==> src/rtl/credit_fifo_stage.sv <==
// Credit-based buffering pipeline stage: a FIFO of DEPTH words that releases data only against
// downstream credit and returns one credit upstream for each word it sends.
module credit_fifo_stage #(
    parameter int unsigned WIDTH        = 32,
    parameter int unsigned DEPTH        = 4,
    parameter int unsigned DCREDIT_INIT = 1,
    parameter int unsigned FU_MODE      = 0,
    parameter int unsigned ID           = 0,
    localparam int unsigned CW          = $clog2(DEPTH + 1),
    localparam int unsigned DW          = $clog2(DCREDIT_INIT + 1)
) (
    input  logic             clk,
    input  logic             rst,
    input  logic             valid_in,
    input  logic [WIDTH-1:0] data_in,
    input  logic             done,
    input  logic             credit_in,
    output logic             valid_out,
    output logic [WIDTH-1:0] data_out,
    output logic             credit_out,
    output logic [CW-1:0]    count,
    output logic [DW-1:0]    dcredit,
    output logic             err
);

    localparam int unsigned PW = (DEPTH > 1) ? $clog2(DEPTH) : 1;

    logic [WIDTH-1:0] mem [DEPTH];
    logic [PW-1:0]    rd_ptr;
    logic [PW-1:0]    wr_ptr;

    logic             wr_req_c;
    logic             empty_c;
    logic             full_c;
    logic             send_c;
    logic             pop_c;
    logic             bypass_c;
    logic             push_c;
    logic             overflow_c;
    logic             fu_err_c;
    logic             cr_full_c;
    logic             cr_err_c;
    logic [WIDTH-1:0] send_word_c;
    logic [CW-1:0]    count_nxt_c;
    logic [DW-1:0]    dcredit_nxt_c;

    // Instance tag carries no function.
    logic unused_id;
    assign unused_id = (ID == 0);

    // Send/accept decisions from registered state and this cycle's inputs.
    always_comb begin
        wr_req_c      = valid_in & ((FU_MODE != 0) ? done : 1'b1);
        empty_c       = (count == '0);
        full_c        = (count == CW'(DEPTH));
        send_c        = (!empty_c | wr_req_c) & (dcredit != '0);
        pop_c         = send_c & !empty_c;
        bypass_c      = send_c & empty_c;
        push_c        = wr_req_c & !bypass_c & (!full_c | pop_c);
        overflow_c    = wr_req_c & !bypass_c & full_c & !pop_c;
        fu_err_c      = (FU_MODE != 0) & valid_in & !done;
        cr_full_c     = (dcredit == DW'(DCREDIT_INIT));
        cr_err_c      = credit_in & cr_full_c & !send_c;
        send_word_c   = empty_c ? data_in : mem[rd_ptr];
        count_nxt_c   = count + CW'(push_c) - CW'(pop_c);
        dcredit_nxt_c = dcredit;
        if (credit_in && !send_c && !cr_full_c) begin
            dcredit_nxt_c = dcredit + DW'(1);
        end else if (!credit_in && send_c) begin
            dcredit_nxt_c = dcredit - DW'(1);
        end
    end

    // Control and output registers.
    always_ff @(posedge clk) begin
        if (rst) begin
            valid_out  <= 1'b0;
            credit_out <= 1'b0;
            err        <= 1'b0;
            data_out   <= '0;
            count      <= '0;
            dcredit    <= DW'(DCREDIT_INIT);
            rd_ptr     <= '0;
            wr_ptr     <= '0;
        end else begin
            valid_out  <= send_c;
            credit_out <= send_c;
            err        <= overflow_c | fu_err_c | cr_err_c;
            count      <= count_nxt_c;
            dcredit    <= dcredit_nxt_c;
            if (send_c) begin
                data_out <= send_word_c;
            end
            if (pop_c) begin
                rd_ptr <= rd_ptr + PW'(1);
            end
            if (push_c) begin
                wr_ptr <= wr_ptr + PW'(1);
            end
        end
    end

    // Storage array needs no reset; occupancy is tracked by count.
    always_ff @(posedge clk) begin
        if (push_c && !rst) begin
            mem[wr_ptr] <= data_in;
        end
    end

endmodule

==> config.mk <==
export PLATFORM = sky130hd
export DESIGN_NAME = credit_fifo_stage
export DESIGN_NICKNAME = d
export VERILOG_FILES = /design/src/rtl/credit_fifo_stage.sv
export SDC_FILE = /design/constraint.sdc
export NUM_CORES = 1
export LEC_CHECK = 0
export ABC_AREA = 1
export ABC_CLOCK_PERIOD_IN_PS = 7750
export CAP_MARGIN = 20
export CORE_MARGIN = 3
export CORE_UTILIZATION = 35
export CTS_CLUSTER_SIZE = 40
export DETAILED_ROUTE_END_ITERATION = 7
export PLACE_DENSITY = 0.65
export SYNTH_ARGS = -nofsm -noshare
export SYNTH_HDL_FRONTEND = slang
export SYNTH_SLANG_ARGS = --single-unit
==> constraint.sdc <==
create_clock -name clk -period 7.75 [get_ports clk]
set_input_delay 1.1625 -clock clk [delete_from_list [all_inputs] [get_ports clk]]
set_output_delay 1.1625 -clock clk [all_outputs]
set_load 0.005 [all_outputs]
==> impl_metrics.py <==
metrics = {
    "setup_path": {
        "crit_type": "in2reg",
        "crit_path_top_delay_cell": "nor2_4",
        "path_delay_family": "simple AND/OR/NAND/NOR gates",
        "cp_num_buf_inv": 3,
        "crit_chain": "clkdlybuf4s50_1 > buf_4 > inv_1 > a21oi_2 > nand3_1 > nor2_4",
        "startpoint_type": "primary input",
        "crit_path_end_kind": "flip-flop",
        "cp_max_fo": 34,
        "cp.arrival_ps": 3730,
        "required_ps": 7780,
        "startpoint": "valid_in",
        "critPathMaxStageDelay_ps": 910,
        "r2r-start": "count[1]",
    },
    "logic_synthesis": {
        "netlist.top_cell.by_area": "edfxtp_1",
        "synthDominantCellAreaShare_pct": 54.8,
        "synth_cell_type_count": 25,
        "synth_area_um2": 7020,
        "avgSynthCellArea_um2": 10.5,
        "synthTopCellsByArea": "edfxtp_1 55%, dfxtp_1 13%, nand2_1 11%, nand3_1 9.3%, nand4_1 2.8%",
        "synth_nets": 714,
        "yosysWarnings": 0,
        "yosys_register_bits": 172,
        "synthCells": 670,
        "yosysSeqAreaShare_pct": 67.3,
    },
    "clock_tree": {
        "postCtsSetupBuffers": 0,
        "cts_buffers": 17,
        "cts_max_level": 4,
        "cts_hold_buf": 0,
        "cts.reportedPaths.clkPinSlew_ps": 60,
        "clkSinkCount": 172,
        "clk_latency_ps": 420,
        "cts_tree": "done",
        "cts-root-buf": "clkbuf_16",
        "clockBufferDepth": 2,
        "cts_repair_resize_count": 0,
    },
    "floorplan": {
        "fp.dieW_um": 148,
        "design.portCount": 76,
        "core-area_um2": 19600,
        "die_h_um": 148,
        "rows": 51,
        "die_area_um2": 21800,
        "start_util_pct": 35.8,
    },
    "route": {
        "drc_errors": 0,
        "vias": 4907,
        "antenna_left": 0,
        "viasPerCell": 4.86,
        "first_iter_violations": 362,
        "drt_wl_total_um": 16000,
        "first_pass_iters": 6,
        "avgRoutedWirePerCell_um": 15.9,
    },
    "pwr": {
        "irDropWorstVdd_uv": 262,
        "design_power_total_uw": 2820,
        "p_per_area_nw_per_um2": 331,
        "leakagePower_uw": 0.00331,
    },
    "timing": {
        "setup_ws_ps": 4050,
        "period_needed_ps": 3700,
        "worst_pin_slew_ps": 1070,
        "tns_ps": 0,
        "rsz0062_at_grt": "false",
        "fin_crit_sh_pct": 47.7,
        "worst_hold_slack_ps": 466,
        "setup_viol": 0,
        "fmax_mhz": 270,
        "hold_viol": 0,
        "slew_violations": 0,
        "timing.slew.headroom_pct": 28.7,
        "fin_skew_ps": 10.7,
    },
    "placement": {
        "io_buffers": 74,
        "dp_slack_ps": 3540,
        "dpl.cell_count": 976,
        "dpl.hpwl_um": 8640,
        "place.gp.congestion": 0.674,
    },
    "global_route": {
        "use_met1_pct": 20.7,
        "grt_pass1_wl_um": 25300,
        "grt_pass1_vias": 4615,
        "grt-ovfl-total": 0,
        "use_met2_pct": 23.8,
        "grt_start_max_net_pins": 65,
        "top_usage_layer": "met2",
        "use_met3_pct": 3.86,
        "track_usage_pct": 15.0,
        "antenna_found_initial": 0,
    },
    "flow_run": {
        "cap_viol_max_count": 0,
    },
    "hold_path": {
        "holdCritPathClass": "reg2reg",
        "worst_hold_startpoint": "rd_ptr[1]",
    },
    "final_layout": {
        "layout.nets": 775,
        "antenna_cells": 0,
        "area_growth_pct": 21.6,
        "layoutNonFillerInstCount": 1009,
        "drive_gt1_share_pct": 6.32,
    },
    "run_status": {
        "status": "completed",
    },
}
==> sequential cells by signal, summed over array words and instances, names as in the netlist, named ones only <==
register and count:
wr_ptr 2, mem 128, data_out 32, err 1, rd_ptr 2, dcredit 1
count 3, credit_out 1
==> cells in the mapped netlist, drive strengths merged <==
master,n
nand4,31
nor2,19
ha,6
clkbuf,17
nand3b,1
inv,52
o21ai,4
xnor2,1
nand2,202
fa,1
buf,25
dfxtp,44
edfxtp,128
a21oi,8
nand3,131
==> final timing paths <==
kind	cells past startpoint	endpoint	slack (ps)
min	2	flip-flop	470
max	6	mem[1][20]	4050
max reg2reg	7	mem[1][20]	4930
min reg2reg	2	flip-flop	470
==> kinds of logic after synthesis <==
group	after synthesis	share of synthesized area, %
simple gates	384	24.4
flops	172	67.3
buf+inv	94	5.74
compound gates	12	1.07
fa+ha+maj	7	1.36
xor+xnor	1	0.125
==> report_power, final <==
part | switching [uW] | internal, uW
clock | 327 | 438
sequential | 56.8 | 1110
combinational | 544 | 347
total | 928 | 1900
==> per-layer routing <==
metal | vias up | part of all wire (%)
met3 | 7 | 5.7
li1 | 2403 | -
met5 | - | 0
met2 | 157 | 47
met1 | 2340 | 46
met4 | 0 | 0.69
==> worst reg2reg max path: stages, from the launching register on <==
cell	delay [ps]
dfxtp_1	480
inv_1	70
nand2_1	70
nor2_2	30
buf_4	270
nand3_1	230
nand3_1	340
nor2_4	910
==> cells in the final DEF, fill, tap and decap left out, drive strengths merged <==
master         count
inv               52
nand3b             1
dfxtp             44
clkinv             6
xnor2              1
nand2            202
nand3            131
clkdlybuf4s50     74
clkinvlp           2
edfxtp           128
ha                 6
nand4             31
o21ai              4
buf               10
clkbuf            23
nor2              19
fa                 1
bufinv             1
a21oi              8
==> metrics by stage <==
stage          util, %  cell area [um2]
4_1_cts           43.5             8510
3_3_place_gp      40.7             7970
3_5_place_dp      40.8             7990
5_1_grt           43.6             8530
6_report          43.6             8530
2_1_floorplan        -             7020
==> area by class of cell <==
type	instances	area [um2]
flip-flops and latches	172	4730
well taps	265	332
multi-input cells	404	1920
repair buffers	84	841
clock inverters	9	72.6
fillers	1827	11100
clock buffers	23	448
inverters	52	195
No activity file was read; power rests on OpenSTA's default activity.
